--- config.mk ---
export PLATFORM = sky130hd
export DESIGN_NAME = mult_div_ctrl
export DESIGN_NICKNAME = d
export VERILOG_FILES = /design/src/rtl/mult_div_ctrl_pkg.sv /design/src/rtl/mult_div_ctrl_step.sv /design/src/rtl/mult_div_ctrl.sv
export SDC_FILE = /design/constraint.sdc
export NUM_CORES = 1
export LEC_CHECK = 0
export ABC_AREA = 1
export CAP_MARGIN = 20
export CORE_MARGIN = 2
export CORE_UTILIZATION = 30
export CTS_CLUSTER_DIAMETER = 40
export DETAILED_ROUTE_END_ITERATION = 7
export GPL_TIMING_DRIVEN = 0
export PLACE_DENSITY_LB_ADDON = 0.2
export SETUP_SLACK_MARGIN = 0.15
export SLEW_MARGIN = 20
export SYNTH_ARGS = -nofsm -noshare
export SYNTH_HDL_FRONTEND = slang
export SYNTH_SLANG_ARGS = --single-unit
--- constraint.sdc ---
create_clock -name i_clock -period 3.6 [get_ports i_clock]
set_input_delay 0.72 -clock i_clock [delete_from_list [all_inputs] [get_ports i_clock]]
set_output_delay 0.72 -clock i_clock [all_outputs]
set_load 0.005 [all_outputs]
--- src/rtl/mult_div_ctrl_pkg.sv ---
// rtl/mult_div_ctrl_pkg.sv - shared op codes, FSM states and op decode helpers for the MDU
package mult_div_ctrl_pkg;

  localparam int MDU_BITS = 32;

  localparam logic [1:0] MDU_MULT  = 2'b00;
  localparam logic [1:0] MDU_MULTU = 2'b01;
  localparam logic [1:0] MDU_DIV   = 2'b10;
  localparam logic [1:0] MDU_DIVU  = 2'b11;

  typedef enum logic [2:0] {
    S_IDLE = 3'd0,
    S_PREP = 3'd1,
    S_RUN  = 3'd2,
    S_FIX  = 3'd3,
    S_DONE = 3'd4
  } state_t;

  function automatic logic is_div_op(input logic [1:0] op);
    return op[1];
  endfunction

  // Odd encodings are the unsigned variants.
  function automatic logic is_signed_op(input logic [1:0] op);
    return ~op[0];
  endfunction

endpackage

--- src/rtl/mult_div_ctrl_step.sv ---
// rtl/mult_div_ctrl_step.sv - one radix-2 iteration: shift-add multiply or restoring divide
module mult_div_ctrl_step #(
  parameter int BITS = 32
) (
  input  logic [2*BITS:0]  i_work,
  input  logic [BITS-1:0]  i_operand,
  input  logic             i_is_div,
  output logic [2*BITS:0]  o_work_next,
  output logic             o_qbit
);

  logic [BITS:0]   w_sum;
  logic [BITS:0]   w_rem_sh;
  logic [BITS:0]   w_rem_new;
  logic [BITS+1:0] w_trial;

  always_comb begin
    w_sum     = i_work[0] ? (i_work[2*BITS:BITS] + {1'b0, i_operand}) : i_work[2*BITS:BITS];
    // Remainder stays below the divisor, so the top working bit is always zero here.
    w_rem_sh  = i_work[2*BITS-1:BITS-1];
    w_trial   = {1'b0, w_rem_sh} - {2'b00, i_operand};
    w_rem_new = w_trial[BITS+1] ? w_rem_sh : w_trial[BITS:0];
    if (i_is_div) begin
      o_work_next = {w_rem_new, i_work[BITS-2:0], 1'b0};
      o_qbit      = ~w_trial[BITS+1];
    end else begin
      o_work_next = {1'b0, w_sum, i_work[BITS-1:1]};
      o_qbit      = 1'b0;
    end
  end

endmodule

--- src/rtl/mult_div_ctrl.sv ---
// rtl/mult_div_ctrl.sv - multi-cycle MULT/DIV unit owning HI/LO with start/busy/done handshake
module mult_div_ctrl
  import mult_div_ctrl_pkg::*;
#(
  parameter int BITS = MDU_BITS
) (
  input  logic            i_clock,
  input  logic            i_reset,
  input  logic            i_start,
  input  logic [1:0]      i_op,
  input  logic [BITS-1:0] i_rs,
  input  logic [BITS-1:0] i_rt,
  input  logic            i_flush,
  input  logic            i_hi_we,
  input  logic            i_lo_we,
  input  logic [BITS-1:0] i_wdata,
  output logic            o_busy,
  output logic            o_done,
  output logic            o_div_by_zero,
  output logic [BITS-1:0] o_hi,
  output logic [BITS-1:0] o_lo
);

  localparam int CW = $clog2(BITS + 1);
  localparam int WW = 2 * BITS + 1;

  state_t          r_state;
  logic [1:0]      r_op;
  logic [BITS-1:0] r_a;
  logic [BITS-1:0] r_b;
  logic [WW-1:0]   r_work;
  logic [CW-1:0]   r_cnt;
  logic            r_neg_a;
  logic            r_neg_b;
  logic            r_busy;
  logic            r_done;
  logic            r_dbz;
  logic [BITS-1:0] r_hi;
  logic [BITS-1:0] r_lo;

  logic [WW-1:0]     w_work_next;
  logic              w_qbit;
  logic              w_is_div;
  logic              w_signed;
  logic [BITS-1:0]   w_abs_a;
  logic [BITS-1:0]   w_abs_b;
  logic [2*BITS-1:0] w_prod_fix;
  logic [BITS-1:0]   w_quo_fix;
  logic [BITS-1:0]   w_rem_fix;

  mult_div_ctrl_step #(.BITS(BITS)) u_step (
    .i_work      (r_work),
    .i_operand   (r_b),
    .i_is_div    (w_is_div),
    .o_work_next (w_work_next),
    .o_qbit      (w_qbit)
  );

  always_comb begin
    w_is_div   = is_div_op(r_op);
    w_signed   = is_signed_op(r_op);
    w_abs_a    = (w_signed && r_a[BITS-1]) ? -r_a : r_a;
    w_abs_b    = (w_signed && r_b[BITS-1]) ? -r_b : r_b;
    w_prod_fix = (r_neg_a ^ r_neg_b) ? -r_work[2*BITS-1:0] : r_work[2*BITS-1:0];
    w_quo_fix  = (r_neg_a ^ r_neg_b) ? -r_work[BITS-1:0] : r_work[BITS-1:0];
    w_rem_fix  = r_neg_a ? -r_work[2*BITS-1:BITS] : r_work[2*BITS-1:BITS];
  end

  always_ff @(posedge i_clock) begin
    if (i_reset) begin
      r_state <= S_IDLE;
      r_op    <= MDU_MULT;
      r_a     <= '0;
      r_b     <= '0;
      r_work  <= '0;
      r_cnt   <= '0;
      r_neg_a <= 1'b0;
      r_neg_b <= 1'b0;
      r_busy  <= 1'b0;
      r_done  <= 1'b0;
      r_dbz   <= 1'b0;
      r_hi    <= '0;
      r_lo    <= '0;
    end else begin
      r_done <= 1'b0;
      r_dbz  <= 1'b0;
      if (!r_busy) begin
        if (i_hi_we) r_hi <= i_wdata;
        if (i_lo_we) r_lo <= i_wdata;
      end
      case (r_state)
        S_IDLE: begin
          if (i_start) begin
            r_op    <= i_op;
            r_a     <= i_rs;
            r_b     <= i_rt;
            r_busy  <= 1'b1;
            r_state <= S_PREP;
          end
        end
        S_PREP: begin
          if (i_flush) begin
            r_busy  <= 1'b0;
            r_state <= S_IDLE;
          end else begin
            r_neg_a <= w_signed & r_a[BITS-1];
            r_neg_b <= w_signed & r_b[BITS-1];
            r_cnt   <= '0;
            if (w_is_div && (r_b == '0)) begin
              // HI keeps the raw dividend so software can inspect it.
              r_hi    <= r_a;
              r_lo    <= '1;
              r_dbz   <= 1'b1;
              r_done  <= 1'b1;
              r_busy  <= 1'b0;
              r_state <= S_DONE;
            end else begin
              r_b     <= w_abs_b;
              r_work  <= {{(BITS+1){1'b0}}, w_abs_a};
              r_state <= S_RUN;
            end
          end
        end
        S_RUN: begin
          if (i_flush) begin
            r_busy  <= 1'b0;
            r_state <= S_IDLE;
          end else begin
            r_work <= w_work_next | {{(WW-1){1'b0}}, w_qbit};
            r_cnt  <= r_cnt + CW'(1);
            if (r_cnt == CW'(BITS - 1)) r_state <= S_FIX;
          end
        end
        S_FIX: begin
          if (i_flush) begin
            r_busy  <= 1'b0;
            r_state <= S_IDLE;
          end else begin
            if (w_is_div) begin
              r_hi <= w_rem_fix;
              r_lo <= w_quo_fix;
            end else begin
              r_hi <= w_prod_fix[2*BITS-1:BITS];
              r_lo <= w_prod_fix[BITS-1:0];
            end
            r_done  <= 1'b1;
            r_busy  <= 1'b0;
            r_state <= S_DONE;
          end
        end
        S_DONE: begin
          r_state <= S_IDLE;
        end
        default: begin
          r_busy  <= 1'b0;
          r_state <= S_IDLE;
        end
      endcase
    end
  end

  assign o_busy        = r_busy;
  assign o_done        = r_done;
  assign o_div_by_zero = r_dbz;
  assign o_hi          = r_hi;
  assign o_lo          = r_lo;

endmodule
* After elaboration in Yosys (flattened, before gate mapping) *
Index checks and enable logic that the tools add are counted.

operators by class
  add/sub/neg operators = 8
  muxes and demuxes = 50
  reductions and logical operators = 15
  equal/unequal tests = 13
  bitwise gates (word level) = 9

operator list
  cell                   number
  $mux W32               19
  $mux W65               4
  $pmux W32 S2           3
  $pmux W65 S2           1
  $neg A32 Y32           4
  $mux W33               2
  $or A65 B1 Y65         1
  $mux W64               1
  $neg A64 Y64           1
  $sub A33 B32 Y34       1
  $add A33 B32 Y33       1
  $logic_not A32 Y1      1
  $mux W3                6
  $mux W6                2
  $ne A2 B2 Y1 const B   6
  $pmux W3 S4            1
  $pmux W6 S2            1
  $mux W1                8
  $reduce_and A4 Y1      2
  $add A6 B1 Y6 const B  1
  $eq A3 B2 Y1 const B   2
  $eq A6 B5 Y1 const B   1
  $ne A3 B3 Y1 const B   2
  $reduce_and A2 Y1      3
  other kinds (13)       21

storage, ports and cells
  word-level logic and storage cells = 108
  flip-flop bits (word level) = 209
  bits of input ports = 104
  output and inout port bits = 67

* Depth between registers and ports, before layout *
Gate-level depths: netlist of the first run.

  depth in word-level cells = 6
  depth in mapped cells = 19

* Cells and area by module *
From an unflattened synthesis of the first run, not the netlist that was laid out.

unflattened totals
  cell total of the unflattened synthesis = 3,626
  area total of the unflattened synthesis = 20,388.3 sq um

by module, submodules not included
  module              cells each  area an instance (sq um)  times used
  mult_div_ctrl       2,302       13,967.1                  1
  mult_div_ctrl_step  1,324       6,421.2                   1

* Least setup slack after synthesis of the first run *
No wires, ideal clock.

  kind = flip-flop to flip-flop
  from = register r_work[0]
  to = register r_lo[18] (netlist: o_lo[18])
  arrival time = 2.462 ns
  stages on the path, launching flop included = 14
  data required time = 3.487 ns
  setup time = 0.113 ns
  slack = 1.025 ns
  buffers on the path = 3
  period minus slack after synthesis = 2.575 ns
  path through = dfxtp_1 > clkbuf_1 > inv_2 > clkbuf_1 > clkbuf_1 > ha_1 > nand3_1 > nor2_1 > nand2_1 > o21ai_0 > a21oi_1 > or2_2 > o21ai_1 > inv_1

on the way
  cells in the longest elaborated chain, start to end = 5
  elaborated cells on any way between the ends = 7
  those cells by class = 2 x add/sub; 5 x mux

RTL lines
  element                                              RTL line                                  source
  from (decl)                                          mult_div_ctrl.sv:31                       logic [WW-1:0] r_work;
  from (signal assigned)                               mult_div_ctrl.sv:119                      r_work <= {{(BITS+1){1'b0}}, w_abs_a};
  from (signal assigned)                               mult_div_ctrl.sv:129                      r_work <= w_work_next | {{(WW-1){1'b0}}, w_qbit};
  $neg A64 Y64 / $neg A32 Y32 (equally long branches)  mult_div_ctrl.sv:64, mult_div_ctrl.sv:65
  $mux W64 / $mux W32 (equally long branches)          mult_div_ctrl.sv:64, mult_div_ctrl.sv:65
  $mux W32 *                                           mult_div_ctrl.sv:139                      if (w_is_div) begin
  $mux W32 *                                           mult_div_ctrl.sv:135                      if (i_flush) begin
  $pmux W32 S2 *                                       mult_div_ctrl.sv:91                       case (r_state)
  to (signal assigned)                                 mult_div_ctrl.sv:89                       if (i_lo_we) r_lo <= i_wdata;
  to (signal assigned)                                 mult_div_ctrl.sv:141                      r_lo <= w_quo_fix;
  to (signal assigned)                                 mult_div_ctrl.sv:144                      r_lo <= w_prod_fix[BITS-1:0];
  to (decl)                                            mult_div_ctrl.sv:39                       logic [BITS-1:0] r_lo;

Every way passes the cells marked *; elsewhere a longest branch is shown, timed or not.
A chain may end at the register's enable or synchronous reset.

* Final worst setup path of the first run *
  from = input port i_flush
  to = register r_hi[13] (netlist: o_hi[13])

on the way
  cells in the longest elaborated chain, start to end = 2
  elaborated cells on any way between the ends = 3
  those cells by class = 3 x mux

RTL lines
  element                             RTL line                                    source
  from (decl)                         mult_div_ctrl.sv:13                         input logic i_flush,
  $mux W32, on equally long branches  mult_div_ctrl.sv:135, mult_div_ctrl.sv:102
  $pmux W32 S2 *                      mult_div_ctrl.sv:91
  to (signal assigned)                mult_div_ctrl.sv:88                         if (i_hi_we) r_hi <= i_wdata;
  to (signal assigned)                mult_div_ctrl.sv:140                        r_hi <= w_rem_fix;
  to (signal assigned)                mult_div_ctrl.sv:143                        r_hi <= w_prod_fix[2*BITS-1:BITS];
  to (decl)                           mult_div_ctrl.sv:38                         logic [BITS-1:0] r_hi;

Marked as above.

==> impl_metrics.yaml, run 1 <==
outcome:
  outcome: "complete, no violations"
setup_path:
  worstPathArrival_ns: 3.89
  crit_type: "primary input to register"
  startpoint: "i_flush"
  cp_max_fo: 10
  r2r-start: "r_state[0]$_SDFFE_PP0P_"
  crit_path_end_kind: "register"
  cp.required_ns: 4.09
  max_stage_delay_ns: 0.69
  start_kind: "primary input"
  crit_chain: "clkdlybuf4s50_1 > buf_2 > inv_1 > clkbuf_1 > buf_1 > nand3_1 > nand2_1 > nand3_1 > nand2_1 > inv_1"
  critPathSlowestCell: "buf_1"
cts:
  htreeDepth: 2
  clockBufferDepth: 3
  path_clk_slew_ns: 0.05
  cts_setup_buffers: 0
  cts-root-buf: "clkbuf_16"
  clk_latency_ns: 0.60
  cts_num_sinks: 209
  cts_inserted_buffers: 47
  cts_tree: "built"
power_and_ir_drop:
  p_sw_share_pct: 40.7
  p_switching_mw: 4.64
  p_per_area_nw_per_um2: 459
  p_seq_share_pct: 24.8
  power.share.clock_pct: 40.1
  p_comb_share_pct: 35.1
  ir_drop_v: 0.000342
  p_int_mw: 6.77
  p_leak_nw: 12.2
logic_synthesis:
  synth_flop_cell: "dfxtp_1"
  synth_edf_count: 0
  synth_area_sq_um: 20300
  syn_avg_cell_area_sq_um: 5.62
  ys_top_cells_by_area: "dfxtp_1 21%, nand2_1 20%, inv_1 9.6%"
  synth_most_common_cell: "nand2_1"
  ys_seq_area_share_pct: 20.6
  yosysTopAreaCellShare_pct: 20.6
  yosysWarnings: 0
  yosys.cell_types.count: 53
  synth_cells: 3622
  yosys-top-cells-count: "1,077 x nand2_1, 522 x inv_1, 330 x nand3_1"
  syn_nets: 3797
  synth_seq_cells: 209
  synthArstFlopShare_pct: 0
  synth_top_area_cell: "dfxtp_1"
placed_design:
  dp_hpwl_um: 90200
  dp_cells: 4664
  portBuffers: 169
  gp_congestion: 1.00
drt:
  totalWireLength_um: 110000
  vias: 25700
  vias_per_cell: 5.42
  wl_per_cell_um: 23.1
  drt-pass1-iter-count: 6
  final_antenna_net_count: 0
  drc: 0
  drt_iter0_markers: 3119
grt:
  grt_antenna_before_repair: 6
  grt_pass1_wl_um: 158000
  grt_max_degree: 14
  grt.overflow.total: 0
  groute.usage.overall_pct: 30.4
  grt_pass1_vias: 23500
timing:
  drv_slew: 0
  skew_ns: 0.0448
  max_freq_mhz: 294
  setup_viol: 0
  fin_crit_sh_pct: 94.3
  fin_worst_hold_slack_ns: 0.467
  rsz0062_at_grt: "false"
  finalHoldViolCount: 0
  worst_pin_slew_ns: 1.10
  relSlewSlack_pct: 26.7
  layout_min_cycle_time_ns: 3.40
floorplanning:
  pin_count: 171
  rows: 95
  dieHeight_um: 264
  dieWidth_um: 264
  initial_core_util_pct: 30.3
  die_area_sq_um: 69900
  core_sq_um: 67200
finish:
  nets: 4014
  drive_above_1_share_pct: 5.42
  synthToLayoutAreaGrowth_pct: 22.1
  utilization_pct: 37.0
  fin_cells: 4751
min_path:
  hold_class: "register to register"
  min_from: "r_cnt[5]$_SDFFE_PP0P_"
run:
  max-cap-violations: 0
## cell usage in the layout (no fill, tap or decap), types with 8 or more instances in the layout
| master | instances |
|---|---|
| dfxtp_1 | 208 |
| nor3_1 | 39 |
| a31oi_1 | 26 |
| inv_1 | 522 |
| clkdlybuf4s50_1 | 169 |
| nand3_1 | 329 |
| o221ai_1 | 8 |
| o21ai_1 | 18 |
| ha_1 | 69 |
| buf_1 | 13 |
| inv_2 | 16 |
| a21oi_2 | 14 |
| o211ai_1 | 29 |
| nand3b_1 | 14 |
| nor4_1 | 10 |
| mux2i_1 | 53 |
| nand2_1 | 1077 |
| nand4_1 | 70 |
| clkbuf_16 | 48 |
| clkbuf_1 | 98 |
| or2_2 | 22 |
| a21oi_1 | 281 |
| nor2_1 | 285 |
| xor2_1 | 47 |
| buf_2 | 34 |
| o21ai_0 | 253 |
| and2_1 | 9 |
## worst paths after layout
kind	end	slack, ns	cells past startpoint
worst min-delay path	r_cnt[5]$_SDFFE_PP0P_	0.47	1
worst max register to register	r_state[2]$_SDFFE_PP0P_	0.21	8
worst max-delay path	o_hi[13]$_SDFF_PP0_	0.20	10
worst min register to register	r_cnt[5]$_SDFFE_PP0P_	0.47	1
## power groups by stage
stage               Sequential (mW)  Combinational [mW]  Clock [mW]
finish                         2.84                4.00        4.58
global route                   2.85                4.36        4.70
CTS                            2.82                3.88        4.60
detailed placement             2.86                3.86           0
global placement               2.86                3.87           0
floorplan                      2.74                2.42           0
## cells by family after synthesis
kind of cell / synth area share, %
xor gates and xnor gates: 2.24
DFF: 20.6
adders and majority gates: 4.44
and+or+nand+nor: 39.3
AOI/OAI and AO/OA: 17.6
buffers and inverters: 13.2
muxes: 2.61
## worst max-delay path, delay by kind of cell
family	cells	cell delay, ns
and+or+nand+nor	4	0.86
buffers and inverters	6	2.29
## per-layer routing
layer | global-route usage [%] | vias to the layer above | wire [um]
li1 | - | 12200 | -
met1 | 44.2 | 12000 | 49400
met2 | 44.7 | 1341 | 45000
met3 | 5.84 | 200 | 11900
met4 | 9.81 | 8 | 3680
met5 | 0 | - | 49
## timing repair
action	in CTS	in global routing
setup endpoints to repair	22	45
resized for setup	2	15
pin swaps	0	0
hold buffers	0	0
## area by class of cell
type | instances | area, sq um
flip-flops and latches | 209 | 4190
clock buffers | 62 | 1310
clock inverters | 25 | 352
multi-input cells | 2722 | 13500
inverters | 541 | 2040
fillers | 7533 | 42300
well taps | 873 | 1090
plain buffers | 149 | 664
repair buffers | 169 | 1690
diodes | 1 | 2.50
## state kept, by name, summed over array words and instances (netlist names)
register and count:
o_lo 32, o_div_by_zero 1, r_neg_a 1, r_cnt 6
r_a 32, r_neg_b 1, o_done 1, r_state 3
o_hi 32, o_busy 1, r_op 2, r_work 65
r_b 32
## through the flow
stage | setup TNS [ns] | setup slack [ns] | power, mW | area, sq um
after floorplan | 0 | 1.02 | 5.16 | 20300
after global placement | -6.87 | -0.463 | 6.73 | 23100
after detailed placement | -4.65 | -0.423 | 6.73 | 23100
after CTS | 0 | 0.222 | 11.3 | 24800
after global routing | 0 | 0.161 | 11.9 | 24800
final | 0 | 0.203 | 11.4 | 24900
(Power assumes the default switching activity.)
==> run 2: changes to the inputs <==
Settings changed: SLEW_MARGIN 20 to default.
==> run 2 against run 1 <==
Combinational power is essentially flat; clock-buffer cell count is 6 lower; sequential power about the same; final cell count about the same; die area is the same; critical path type unchanged; critical endpoint unchanged; largest power group unchanged.
==> impl_metrics.yaml, run 2 (synthesized netlist as in run 1, its figures left out) <==
cts:
  cts_hold_buf: 0
  clk_latency_ns: 0.60
  cts_inserted_buffers: 44
  cts-root-buf: "clkbuf_16"
  clockBufferDepth: 3
  htreeDepth: 2
  cts_num_sinks: 209
  cts_tree: "built"
  path_clk_slew_ns: 0.05
finish:
  largest_reg_flops: 65
  largest-register: "r_work"
  final_common_cell: "nand2_1"
  nFillCells: 7533
  final_cell_mix: "1,077 x nand2_1, 521 x inv_1, 329 x nand3_1"
  multiInputGateArea_sq_um: 13500
  regArea_sq_um: 4190
  nets: 4015
  synthToLayoutAreaGrowth_pct: 21.4
  diodes: 0
  utilization_pct: 36.8
  drive_above_1_share_pct: 5.34
grt:
  grt.overflow.total: 0
  groute.usage.overall_pct: 30.4
  grt_antenna_before_repair: 4
  grt_pass1_wl_um: 158000
  grt_pass1_vias: 23300
  grt_max_degree: 13
floorplanning:
  core_sq_um: 67200
  dieWidth_um: 264
  die_area_sq_um: 69900
  rows: 95
  pin_count: 171
  initial_core_util_pct: 30.3
  dieHeight_um: 264
timing:
  max_freq_mhz: 296
  finalHoldViolCount: 0
  relSlewSlack_pct: 23.7
  worst_pin_slew_ns: 1.15
  fin_worst_hold_slack_ns: 0.466
  setup_viol: 0
  fin_crit_sh_pct: 93.9
  skew_ns: 0.0468
  layout_min_cycle_time_ns: 3.38
  rsz0062_at_grt: "false"
  drv_slew: 0
setup_path:
  critPathSlowestCell: "buf_1"
  cp_max_fo: 10
  cp.buffers_inverters: 6
  max_stage_delay_ns: 0.69
  worstPathArrival_ns: 3.87
  crit_path_end_kind: "register"
  crit_family: "buffers and inverters"
  crit_chain: "clkdlybuf4s50_1 > buf_2 > inv_1 > clkbuf_1 > buf_1 > nand3_1 > nand2_1 > nand3_1 > nand2_1 > inv_1"
  crit_type: "primary input to register"
  start_kind: "primary input"
  cp.required_ns: 4.09
run:
  max-cap-violations: 0
drt:
  drt_iter0_markers: 2839
  vias: 25400
  wl_per_cell_um: 23.0
  totalWireLength_um: 109000
  vias_per_cell: 5.34
  drt-pass1-iter-count: 8
  final_antenna_net_count: 0
  drc: 0
power_and_ir_drop:
  p_comb_share_pct: 36.4
  ir_drop_v: 0.000325
  power.share.clock_pct: 37.8
  p_int_mw: 6.35
  p_switching_mw: 4.62
  p_sw_share_pct: 42.1
  p_per_area_nw_per_um2: 444
  p_leak_nw: 12.1
  p_seq_share_pct: 25.8
placed_design:
  portBuffers: 169
  gp_congestion: 1.00
  dp_hpwl_um: 90400
min_path:
  hold_class: "register to register"
outcome:
  outcome: "complete, no violations"
run 2: changes by cell type in the layout (fill, tap and decap cells not counted), moves of 2 or more:
cell | before | now
inv_8 | 0 | 2
clkbuf_16 | 48 | 45
inv_6 | 0 | 9
clkinv_4 | 5 | 2
clkinvlp_4 | 7 | 4
bufinv_16 | 6 | 2
buf_4 | 3 | 5
run 2: power groups by stage:
stage                     sequential [mW]  combinational, mW  clock [mW]
final                                2.83               4.00        4.14
after global routing                 2.85               4.36        4.29
after detailed placement             2.86               3.87           0
after global placement               2.86               3.87           0
after floorplan                      2.74               2.42           0
after CTS                            2.82               3.88        4.17
run 2: path summary, 6_finish.rpt:
| kind | slack (ns) | from | end | depth (start not counted) |
|---|---|---|---|---|
| max | 0.22 | i_flush | o_hi[13]$_SDFF_PP0_ | 10 |
| min | 0.47 | r_cnt[5]$_SDFFE_PP0P_ | r_cnt[5]$_SDFFE_PP0P_ | 1 |
| max reg2reg | 0.25 | r_state[0]$_SDFFE_PP0P_ | r_state[2]$_SDFFE_PP0P_ | 8 |
| min reg2reg | 0.47 | r_cnt[5]$_SDFFE_PP0P_ | r_cnt[5]$_SDFFE_PP0P_ | 1 |
run 2: through the flow:
stage               instance area (sq um)  TNS [ns]  power, mW  worst slack (ns)  std cells
global placement                    23100     -6.87       6.73            -0.463       4664
floorplan                           20300         0       5.16              1.02       3622
CTS                                 24600         0       10.9             0.196       4745
global route                        24700         0       11.5             0.171       4747
finish                              24700         0       11.0             0.220       4747
detailed placement                  23200     -4.86       6.73            -0.443       4666
run 2: what timing repair did:
action                                  4_1_cts  5_1_grt
resized for setup                             2       17
pin swaps                                     0        0
setup buffers                                 0        2
endpoints found under the hold margin         0        0
endpoints found under the setup margin       22       49
run 2: area by class of cell:
cell class                 count  area share, %
buffer                       149           2.69
clock buffer                  56           4.93
clock inverter                24           1.06
inverter                     541           8.26
multi-input combinational   2722           54.7
sequential                   209           16.9
tap                          873           4.42
timing repair buffer         173           7.01
run 2: metal layers:
metal  global-route usage, %  wire [um]
met3                    6.24      10900
met1                    44.2      49900
met2                    44.7      45000
met4                    9.32       3570
met5                       0         34
